## src/rtl/serial_pkg.sv

```systemverilog
// Shared definitions for the serializer / deserializer link pair.
// Contents: FSM state encoding, default word width, default bit order.
// No logic; imported by serializer and its companion deserializer.
package serial_pkg;

  typedef enum logic [1:0] {
    IDLE  = 2'd0,
    SHIFT = 2'd1,
    GAPW  = 2'd2
  } state_t;

  localparam int DEFAULT_WIDTH     = 8;
  localparam bit DEFAULT_MSB_FIRST = 1'b1;

endpackage

```

## src/rtl/serial_hold_reg.sv

```systemverilog
// One-entry holding buffer between the word producer and the shifter.
// Ports: clk/rst (async active-high), d + accept write the entry,
//        take empties it; q is the held word, full marks it occupied.
module serial_hold_reg #(
  parameter int WIDTH = 8
) (
  input  logic             clk,
  input  logic             rst,
  input  logic [WIDTH-1:0] d,
  input  logic             accept,
  input  logic             take,
  output logic [WIDTH-1:0] q,
  output logic             full
);

  // accept and take never coincide: the producer only sees ready while
  // the entry is empty, and take only fires while it is full.
  always_ff @(posedge clk or posedge rst) begin
    if (rst) begin
      full <= 1'b0;
      q    <= '0;
    end else if (take) begin
      full <= 1'b0;
    end else if (accept) begin
      full <= 1'b1;
      q    <= d;
    end
  end

endmodule

```

## src/rtl/serializer.sv

```systemverilog
// Parallel-to-serial transmitter: WIDTH-bit words in via valid/ready,
// one bit per clock out on out_bit qualified by out_enable, out_done on the
// last bit of each word, out_busy while anything is held or in flight.
// First bit appears two edges after accept; GAP idle cycles follow each word.
module serializer
  import serial_pkg::*;
#(
  parameter int WIDTH     = DEFAULT_WIDTH,
  parameter bit MSB_FIRST = DEFAULT_MSB_FIRST,
  parameter int GAP       = 0
) (
  input  logic             in_clock,
  input  logic             in_reset,
  input  logic [WIDTH-1:0] in_data,
  input  logic             in_valid,
  output logic             out_ready,
  output logic             out_bit,
  output logic             out_enable,
  output logic             out_done,
  output logic             out_busy
);

  localparam int CW = $clog2(WIDTH);
  localparam int GW = (GAP > 0) ? $clog2(GAP + 1) : 1;
  localparam logic [CW-1:0] CNT_LAST  = CW'(WIDTH - 1);
  localparam logic [GW-1:0] GCNT_LAST = GW'((GAP > 0) ? GAP - 1 : 0);

  logic [WIDTH-1:0] hold_data;
  logic             hold_full;
  logic             accept;
  logic             take;

  state_t           state, state_d;
  logic [WIDTH-1:0] sreg, sreg_d, sreg_shifted;
  logic [CW-1:0]    cnt, cnt_d;
  logic [GW-1:0]    gcnt, gcnt_d;
  logic             en_q, en_d;
  logic             done_q, done_d;
  logic             load;

  // Ready is masked by reset directly so nothing is accepted while held in reset.
  assign out_ready = ~hold_full & ~in_reset;
  assign accept    = in_valid & out_ready;

  serial_hold_reg #(.WIDTH(WIDTH)) u_hold (
    .clk    (in_clock),
    .rst    (in_reset),
    .d      (in_data),
    .accept (accept),
    .take   (take),
    .q      (hold_data),
    .full   (hold_full)
  );

  // The bit on the wire is always the leading end of the shift register;
  // the register is zeroed whenever no word is in flight so out_bit idles low.
  assign sreg_shifted = MSB_FIRST ? {sreg[WIDTH-2:0], 1'b0} : {1'b0, sreg[WIDTH-1:1]};
  assign out_bit      = MSB_FIRST ? sreg[WIDTH-1] : sreg[0];
  assign out_enable   = en_q;
  assign out_done     = done_q;
  assign out_busy     = (state != IDLE) | hold_full;

  always_ff @(posedge in_clock or posedge in_reset) begin
    if (in_reset) begin
      state  <= IDLE;
      sreg   <= '0;
      cnt    <= '0;
      gcnt   <= '0;
      en_q   <= 1'b0;
      done_q <= 1'b0;
    end else begin
      state  <= state_d;
      sreg   <= sreg_d;
      cnt    <= cnt_d;
      gcnt   <= gcnt_d;
      en_q   <= en_d;
      done_q <= done_d;
    end
  end

  always_comb begin
    state_d = state;
    sreg_d  = sreg;
    cnt_d   = cnt;
    gcnt_d  = gcnt;
    en_d    = 1'b0;
    done_d  = 1'b0;
    load    = 1'b0;
    take    = 1'b0;

    case (state)
      IDLE: begin
        if (hold_full) load = 1'b1;
      end
      SHIFT: begin
        if (cnt != CNT_LAST) begin
          sreg_d = sreg_shifted;
          cnt_d  = cnt + CW'(1);
          en_d   = 1'b1;
          done_d = ((cnt + CW'(1)) == CNT_LAST);
        end else begin
          // Last bit is leaving the wire on this edge.
          sreg_d = '0;
          cnt_d  = '0;
          if (GAP > 0) begin
            state_d = GAPW;
            gcnt_d  = '0;
          end else if (hold_full) begin
            load = 1'b1;
          end else begin
            state_d = IDLE;
          end
        end
      end
      GAPW: begin
        if (gcnt == GCNT_LAST) begin
          gcnt_d = '0;
          if (hold_full) load = 1'b1;
          else           state_d = IDLE;
        end else begin
          gcnt_d = gcnt + GW'(1);
        end
      end
      default: state_d = IDLE;
    endcase

    // Common word-load path from IDLE, end of SHIFT, or end of GAPW.
    if (load) begin
      take    = 1'b1;
      sreg_d  = hold_data;
      cnt_d   = '0;
      en_d    = 1'b1;
      state_d = SHIFT;
    end
  end

endmodule

```

## config.mk

```make
export PLATFORM = sky130hd
export DESIGN_NAME = serializer
export DESIGN_NICKNAME = d
export VERILOG_FILES = /design/src/rtl/serial_pkg.sv /design/src/rtl/serial_hold_reg.sv /design/src/rtl/serializer.sv
export SDC_FILE = /design/constraint.sdc
export NUM_CORES = 1
export LEC_CHECK = 0
export BUFFER_PORTS_ARGS = -buffer_cell sky130_fd_sc_hd__buf_2
export CORE_MARGIN = 2
export CORE_UTILIZATION = 54
export CTS_CLUSTER_SIZE = 16
export DETAILED_ROUTE_END_ITERATION = 10
export PLACE_DENSITY_LB_ADDON = 0.25
export SYNTH_ARGS = -nofsm -noshare
export SYNTH_HDL_FRONTEND = slang
export SYNTH_SLANG_ARGS = --single-unit
```

## constraint.sdc

```tcl
create_clock -name in_clock -period 1.7 [get_ports in_clock]
set_input_delay 0.255 -clock in_clock [delete_from_list [all_inputs] [get_ports in_clock]]
set_output_delay 0.255 -clock in_clock [all_outputs]
set_load 0.01 [all_outputs]
```

## After elaboration in Yosys (flattened, before gate mapping)

Cells that the tools add are included.

| word-level totals | value |
|---|---|
| flip-flop bits (word level) | 25 |
| bits of input ports | 11 |
| output and inout port bits | 5 |

| operators by class | value |
|---|---|
| $add $sub $neg | 2 |
| equal/unequal tests | 7 |
| muxes and demuxes | 24 |
| bitwise logic cells | 6 |
| reduce and logical (&&, ||, !) cells | 6 |

Operators by type and width:

| kind | count |
|---|---|
| two-way mux 8 bit | 3 |
| two-way mux 1 bit | 12 |
| two-way mux 3 bit | 3 |
| != test 3 bit (second input constant) | 3 |
| two-way mux 2 bit | 4 |
| case mux 2 bit (3 select lines) | 1 |
| nonzero test 2 bit | 3 |
| adder 3 x 1 -> 3 bit (second input constant) | 1 |
| == test 3 bit (second input constant) | 1 |
| NOT 1 bit | 3 |
| case mux 1 bit (3 select lines) | 1 |
| AND reduction 3 bit | 1 |
| bitwise AND 1 bit | 2 |
| == test 2 x 1 -> 1 bit (second input constant) | 1 |
| == test 2 bit (second input constant) | 1 |
| zero test 2 bit | 1 |
| != test 2 bit (second input constant) | 1 |
| AND reduction 2 bit | 1 |
| adder 1 bit (second input constant) | 1 |
| bitwise OR 1 bit | 1 |

## Longest topological paths before layout

Gate-level depths: netlist (run 1).

| logic depth | value |
|---|---|
| word-level depth | 6 |
| depth in mapped cells | 7 |
| gate-level depth less buffers | 5 |

## By module

Synthesis (run 1) repeated with hierarchy kept, for this count alone.

| second synthesis, totals | value |
|---|---|
| cell total of the unflattened synthesis | 87 |
| area, all modules | 1,079.8 sq um |

By module, submodules not included:

| module | times used | cells each | area an instance (sq um) | seq. area each (sq um) |
|---|---|---|---|---|
| serializer | 1 | 65 | 698.2 | 350.3 |
| serial_hold_reg | 1 | 22 | 381.6 | 225.2 |

## Least setup slack after synthesis (run 1)

Ideal clock, no wire load.

| timing | value |
|---|---|
| kind | reg2reg |
| start | register cnt[1] |
| end | register sreg[0] |
| library setup time | 0.121 ns |
| arrival | 1.454 ns |
| required time | 1.579 ns |
| setup slack | 0.125 ns |
| stages on the path, launching flop included | 8 |
| path buffers | 2 |
| cell sequence | dfrtp_1 ha_1 ha_1 nand2b_1 buf_6 and2_4 buf_6 a22o_1 |

| on the way | value |
|---|---|
| cells in the longest elaborated chain, start to end | 4 |

RTL lines:

| element | RTL line | text |
|---|---|---|
| from (decl) | serializer.sv:35 | `logic [CW-1:0] cnt, cnt_d;` |
| from (signal assigned) | serializer.sv:74 | `cnt <= cnt_d;` |
| != test 3 bit * | serializer.sv:96 | `if (cnt != CNT_LAST) begin` |
| two-way mux 1 bit * | serializer.sv:96 |  |
| case mux 1 bit (3 select lines) * | serializer.sv:91 | `case (state)` |
| two-way mux 8 bit or nonzero test 2 bit (tied branches) | -- |  |
| to (signal assigned) | serializer.sv:73 | `sreg <= sreg_d;` |
| to (decl) | serializer.sv:34 | `logic [WIDTH-1:0] sreg, sreg_d, sreg_shifted;` |

Every way passes the cells marked *; elsewhere a longest branch is shown, timed or not.
A chain may end at the register's enable or synchronous reset.

## Final worst setup path (run 1)

| timing | value |
|---|---|
| start | register u_hold.full |
| end | output port out_busy |

| on the way | value |
|---|---|
| cells in the longest elaborated chain, start to end | 1 |

RTL lines:

| element | RTL line | text |
|---|---|---|
| from (decl) | serial_hold_reg.sv:13 | `output logic full` |
| from (signal assigned) | serial_hold_reg.sv:20 | `full <= 1'b0;` |
| from (signal assigned) | serial_hold_reg.sv:23 | `full <= 1'b0;` |
| from (signal assigned) | serial_hold_reg.sv:25 | `full <= 1'b1;` |
| bitwise OR 1 bit | serializer.sv:61 | `assign out_busy = (state != IDLE) \| hold_full;` |
| to (decl) | serializer.sv:20 | `output logic out_busy` |

Every way passes these cells.

==> summary.txt, run 1 <==
Status
  • Run status: finished clean

Logic synthesis
  • Adder-cell share of the synthesized area: about 4.5%
  • Syn Nets: between 100 and 150
  • Compound-Gate Fraction of Synth Area: between 10% and 20%
  • Largest family of logic cells by synthesized area: simple AND/OR/NAND/NOR gates
  • Seq/Total Area, Yosys: a little over half
  • Primary FF master, synth: dfrtp_1
  • Yosys reg bits: 23
  • Multiplexer share of the synthesized area: a little over a tenth
  • Distinct cells, synth: 25
  • Synth warnings: 0
  • Mapped Cells: just under 90
  • Mean Syn Cell Area: about 13 um^2
  • Post-synth ARST share: 100%
  • Post-Synth XOR/XNOR Area: 0%
  • Post-synthesis simple-gate area fraction: 16.3%
  • Post-synthesis instance area: between 1000 and 1500 um^2
  • EDFF count, synth: 0

Pwr
  • Leakage Power: between 0.6 and 0.7 nW
  • Power Density: ~1700 nW/um^2
  • Switching share of power: about 35%
  • Combinational power share: a little over two fifths
  • Sw power: 0.725 mW
  • Clk pwr share: a little under an eighth
  • Cell Int Power: approximately 1.4 mW
  • VDD IR max: around 930 uV
  • Sequential power share: a little under half

Setup path
  • CP arrival: 1.32 ns
  • Critical path fanouts, max: 10
  • Worst Setup Path Type: reg2out
  • Setup crit start: u_hold.full
  • Reg2reg start: cnt[1]
  • CP startpoint kind: flop
  • Crit. End Element: output pin
  • Crit path required time: roughly 1.4 ns
  • Reg2Reg Setup Slack: approximately 0.13 ns
  • Slowest-stage cell, CP: dfrtp_1
  • Worst path max stage delay: about 0.50 ns
  • Critical path, cell by cell: nor2_4, inv_2, buf_2
  • R2r endpoint: sreg[2]
  • R2R cell count: 5

Placed design
  • Detail Placement HPWL: about 1300 um
  • RePlAce Congestion: approximately 0.79
  • IO Port Bufs: 15
  • Cell Area, Placed: about 1200 um^2
  • Placed Instances: ~130

STA
  • Final setup fails: 0
  • Post-layout min period: approximately 1.6 ns
  • Worst Tran Pin Value: just over 0.3 ns
  • RSZ-0062 raised after global routing: no
  • Final period utilization: 92.7%
  • Fin Setup TNS: 0 ns
  • Fmax: ~630 MHz
  • Worst Skew: slightly above 0.005 ns
  • Pins over their slew limit: 0
  • Fin. Hold Viols: 0
  • Slew HR: between 70% and 80%

Global routing
  • Congestion Overflow GR: 0
  • Global-route wire length before repair: roughly 3000 um
  • Largest net degree at the start of global routing: 24
  • Initial antenna violation count: 0
  • Number of global-route vias before repair: between 600 and 700
  • Total GRT Usage: approximately 16%

Die
  • Die area: 2420 um^2
  • Total core area: just under 2000 um^2
  • Row Count: 16
  • # IOs: 16
  • Initial Utilization: between 50% and 60%
  • Die width: between 40 and 50 um
  • Die Ht: 49.2 um

Hold path
  • Hold EP: u_hold.q[6]
  • WHS Path Cells: 2
  • Hold crit path type: in2reg
  • HP Start: in_data[6]

CTS
  • CTS clk-pin slew, worst paths: approximately 0.12 ns
  • CTS H-tree depth: 1
  • Clk root buf: clkbuf_4
  • Clock tree buffer depth: 2
  • CTS sink count: 23
  • CTS Buf Count: 3
  • CTS tree: built
  • Later-pin clock latency in the skew report: roughly 0.3 ns

Route
  • WL final: 1770 um
  • Starting DRT DRC Count: 4
  • First-pass iteration count of the detailed router: 4
  • Via density: around 5.3
  • Avg WL per Cell: about 13 um
  • Number of remaining DRC errors: 0
  • Post-route ant nets: 0
  • Vias: approximately 710

Finish
  • Share of cells above drive strength 1: between 30% and 40%
  • # diodes: 0
  • Layout Cells excl Fill: about 140
  • Layout Nets: 124
  • Area grow syn2layout: 13.7%
  • Fin area: between 1000 and 1500 um^2
  • Filler Cells Inserted: 159

Job
  • Max Cap Violations: 0
cell usage after synthesis (3+ instances only):
| cell | n | area share, % |
|---|---|---|
| nor3b_1 | 4 | 2.7 |
| o211ai_2 | 3 | 3.4 |
| nand2b_1 | 3 | 1.7 |
| ha_1 | 4 | 4.5 |
| and3_1 | 5 | 2.8 |
| a221o_1 | 4 | 3.6 |
| buf_6 | 3 | 3.1 |
| nand3_1 | 4 | 1.8 |
| mux2_4 | 8 | 11 |
| nand2_1 | 9 | 3.1 |
| dfrtp_1 | 23 | 52 |
| inv_1 | 3 | 1.0 |
layout by cell type (no fill, tap or decap), drive strengths merged:
cell type,Yosys,final
inv,4,4
nor3b,4,4
dlygate4sd3,0,1
a221o,4,4
ha,4,4
o211ai,3,3
dfrtp,23,23
mux2,8,8
o21bai,1,1
a22o,1,1
and3,5,5
nor2,3,3
a211oi,1,1
and2,2,2
nor2b,1,1
nand3,4,4
clkbuf,0,4
a21oi,1,1
nand2,10,10
o21ai,1,1
buf,5,20
nand2b,3,3
power groups by stage:
stage               clock network (mW)  registers (mW)  logic, mW
floorplan                            0           0.907      0.737
global placement                     0           0.940      0.851
detailed placement                   0           0.951      0.870
finish                           0.242           0.950      0.904
CTS                              0.251           0.939      0.874
global route                     0.282           0.980       1.01
layout make-up:
class                   instances  area, um^2  area share, %
clock buffers                   4        26.3           2.09
flip-flops and latches         23         576           45.9
multi-input cells              56         482           38.4
repair buffers                 21         123           9.77
inverters                       4        15.0           1.20
well taps                      27        33.8           2.69
worst max-delay path: cells and delay by family (launching register included):
family / cells / cell delay (ns)
flops: 1 / 0.50
buf+inv: 2 / 0.25
simple gates: 1 / 0.27
through the flow:
step,setup WS [ns],hold slack (ns),total power [mW],utilization [%]
6_report,0.124,0.174,2.10,64.6
5_1_grt,0.0503,0.156,2.27,64.6
4_1_cts,0.00757,0.165,2.06,63.5
3_5_place_dp,0.0633,0.331,1.82,61.6
3_3_place_gp,0.102,0.317,1.79,61.6
2_1_floorplan,0.125,0.257,1.64,-
per-layer routing:
metal / GRT usage (%) / vias to the layer above / share of wire, % / wire length [um]
li1: - / 346 / - / -
met1: 21.7 / 349 / 47 / 826
met2: 27.0 / 14 / 49 / 869
met3: 1.84 / 4 / 3.1 / 54
met4: 5.71 / 0 / 0.96 / 17
met5: 0 / - / 0 / 0
logic make-up (layout without fill, tap and decap cells):
family                   after synthesis  in the layout
AO/OA/AOI/OAI                         12             12
adder cells (fa/ha/maj)                4              4
multiplexers                           8              8
AND/OR/NAND/NOR                       32             32
buffers and inverters                  9             29
flip-flops                            23             23
timing repair:
| action | CTS | global route |
|---|---|---|
| setup buffers | 0 | 1 |
| endpoints found under the setup margin | 0 | 9 |
| endpoints found under the hold margin | 23 | 0 |
| gates resized for setup | 0 | 4 |
| hold buffers | 1 | 0 |
flip-flops by register name, summed over array words and instances, names as in the netlist:
name	cells
sreg	8
u_hold.q	8
out_done	1
state	1
cnt	3
u_hold.full	1
out_enable	1
worst max-delay path by stage:
stage / cells past startpoint / slack (ns) / endpoint
after floorplan: 7 / 0.13 / sreg[0]
after global placement: 5 / 0.10 / sreg[2]
after detailed placement: 5 / 0.06 / sreg[2]
after CTS: 3 / 0.008 / out_busy
after global routing: 5 / 0.05 / sreg[5]
final: 3 / 0.12 / out_busy
(Power assumes the default switching activity.)
==> run 2, diff against run 1 <==
Settings changed: CORE_UTILIZATION 54 to 53, REMOVE_ABC_BUFFERS set to 1.
==> run 2 against run 1 <==
  * Cell area shrank 1.3%
  * Cell count shrank 0.74%
  * Register-to-register slack lost 0.12 ns
  * Clock skew grew 0.0018 ns
  * Worst setup slack lost 0.11 ns
  * Sequential power shrank 0.7%
  * Flip-flop and latch count is the same
  * Critical path type is now reg2reg
  * Critical endpoint is now sreg[2]
  * Largest power group unchanged
==> summary.txt, run 2 (synthesis results as in run 1) <==
Status
  • Run status: finished clean

Route
  • WL final: 1910 um (+7.9%)
  • Via density: 5.51 (+4.3%)
  • Post-route ant nets: 0 (unchanged)
  • Avg WL per Cell: 14.2 um (+8.7%)
  • Vias: 738 (+3.5%)
  • Starting DRT DRC Count: 15 (+11)
  • Number of remaining DRC errors: 0 (unchanged)
  • First-pass iteration count of the detailed router: 4 (unchanged)

Setup path
  • Critical path, cell by cell: ha_1, ha_1, nand2b_2, and3_1, a221o_1
  • Crit-path leading delay family: adder cells
  • Worst path max stage delay: 0.43 ns (-0.07 ns)
  • Slowest-stage cell, CP: dfrtp_1
  • Crit. End Element: flop
  • Worst Path Buf+Inv: 0 (-2)
  • CP most frequent cell: ha_1
  • Crit path required time: 1.91 ns (+0.47 ns)
  • CP arrival: 1.89 ns (+0.57 ns)
  • Critical path fanouts, max: 7 (-3)
  • CP startpoint kind: flop
  • Worst Setup Path Type: reg2reg

CTS
  • CTS tree: built
  • CTS clk-pin slew, worst paths: 0.13 ns (about the same)
  • CTS Buf Count: 3 (unchanged)
  • CTS H-tree depth: 1 (unchanged)
  • Clk root buf: clkbuf_4
  • Clock tree buffer depth: 2 (unchanged)
  • # Post-CTS Setup Buffers: 0 (unchanged)
  • CTS sink count: 23 (unchanged)
  • Later-pin clock latency in the skew report: 0.32 ns (+0.02 ns)

Global routing
  • Initial antenna violation count: 0 (unchanged)
  • Number of global-route vias before repair: 710 (+9.6%)
  • Total GRT Usage: 17.6% (+1.4 points)
  • Congestion Overflow GR: 0 (unchanged)
  • Largest net degree at the start of global routing: 24 (unchanged)
  • Global-route wire length before repair: 3220 um (+8.9%)

STA
  • Final period utilization: 99.2% (+6.5 points)
  • Worst Skew: 0.00692 ns (+0.00179 ns)
  • Post-layout min period: 1.69 ns (+0.111 ns)
  • Final setup fails: 0 (unchanged)
  • Fin. Hold Viols: 0 (unchanged)
  • Pins over their slew limit: 0 (unchanged)
  • Slew HR: 80.6% (+0.90 points)
  • Fmax: 593 MHz (-6.6%)
  • Worst Tran Pin Value: 0.292 ns (-0.0135 ns)

Pwr
  • Overall Power: 2.10 mW (+0.19%)
  • Leakage Power: 0.624 nW (-0.77%)
  • VDD IR max: 772 uV (-17%)
  • Power Density: 1700 nW/um^2 (+1.5%)

Die
  • Die Ht: 49.6 um (+0.86%)
  • Initial Utilization: 56.2% (-0.58 points)
  • # IOs: 16 (unchanged)
  • Die area: 2460 um^2 (+1.7%)
  • Row Count: 16 (unchanged)
  • Total core area: 1960 um^2 (+1.0%)
  • Die width: 49.6 um (+0.86%)

Placed design
  • Placed Instances: 129 (unchanged)
  • IO Port Bufs: 15 (unchanged)
  • RePlAce Congestion: 0.855 (+8.0%)
  • Detail Placement HPWL: 1360 um (+0.77%)

Finish
  • Commonest cells after routing, fill and taps aside: 23 x dfrtp_1, 15 x buf_2, 9 x nand2_1, 8 x mux2_4, 5 x and3_1
  • Share of cells above drive strength 1: 40.2% (+0.37 points)
  • Area grow syn2layout: 12.2%
  • Largest registers: sreg (8), u_hold.q (8), cnt (3)
  • Most common cell after layout, fill and taps aside: dfrtp_1
  • Layout Nets: 123 (-0.81%)
  • Final Core Density: 63.1% (-1.5 points)
  • Layout Cells excl Fill: 134 (-0.74%)
  • # diodes: 0 (unchanged)

Hold path
  • Hold crit path type: in2reg

Job
  • Max Cap Violations: 0 (unchanged)
run 2: cell types whose count changed in the layout (fill, tap and decap cells not counted):
cell / previous run / this run
nand2b_4: 1 / 0
clkinv_2: 0 / 1
clkbuf_1: 1 / 0
nor2_2: 1 / 2
nand2b_2: 0 / 1
nor2_4: 1 / 0
buf_4: 5 / 4
run 2: per-layer routing:
layer / vias to the layer above / part of all wire [%] / GRT usage, %
met5: - / 0 / 0
li1: 344 / - / -
met3: 4 / 6.2 / 3.94
met2: 27 / 49 / 26.7
met4: 0 / 1.5 / 9.72
met1: 363 / 43 / 23.3
run 2: repair_timing:
item / CTS / global route
setup endpoints to repair: 0 / 5
hold buffers: 1 / 0
gates resized for setup: 0 / 2
hold endpoints to repair: 23 / 0
run 2: final cells by class:
class	instances	area [um^2]
repair buffers	20	115
multi-input cells	56	472
flip-flops and latches	23	576
fillers	185	723
inverters	4	15.0
clock inverters	1	5.00
clock buffers	3	22.5
well taps	27	33.8
run 2: through the flow:
step / hold WS [ns] / TNS [ns] / area, um^2 / worst slack, ns
after floorplan: 0.257 / 0 / 1060 / 0.123
after global placement: 0.317 / 0 / 1200 / 0.115
after detailed placement: 0.330 / 0 / 1200 / 0.0377
after CTS: 0.147 / 0 / 1230 / 0.0135
after global routing: 0.144 / -0.0136 / 1240 / -0.00748
final: 0.156 / 0 / 1240 / 0.0131
run 2: where the power goes:
| part | leakage (nW) | total [mW] | switching [mW] | internal [mW] |
|---|---|---|---|---|
| Clock | 0.0177 | 0.259 | 0.171 | 0.0880 |
| Sequential | 0.283 | 0.943 | 0.160 | 0.783 |
| Combinational | 0.324 | 0.898 | 0.422 | 0.476 |
| Total | 0.624 | 2.10 | 0.753 | 1.35 |
run 2: worst paths after layout:
| check | from | cells past startpoint | end | slack, ns |
|---|---|---|---|---|
| setup / recovery | cnt[1] | 5 | sreg[2] | 0.01 |
| setup reg to reg | cnt[1] | 5 | sreg[2] | 0.01 |
| max in group asynchronous | in_reset | 4 | u_hold.q[4] | 0.95 |
| hold reg to reg | sreg[1] | 2 | sreg[1] | 0.50 |
| min in group asynchronous | in_reset | 4 | u_hold.q[1] | 0.52 |
| hold / removal | in_data[0] | 2 | u_hold.q[0] | 0.16 |
run 2: worst reg2reg max path, stage by stage (launching register included):
cell and delay [ns]:
dfrtp_1 0.43, ha_1 0.23, ha_1 0.21, nand2b_2 0.24
and3_1 0.20, a221o_1 0.27
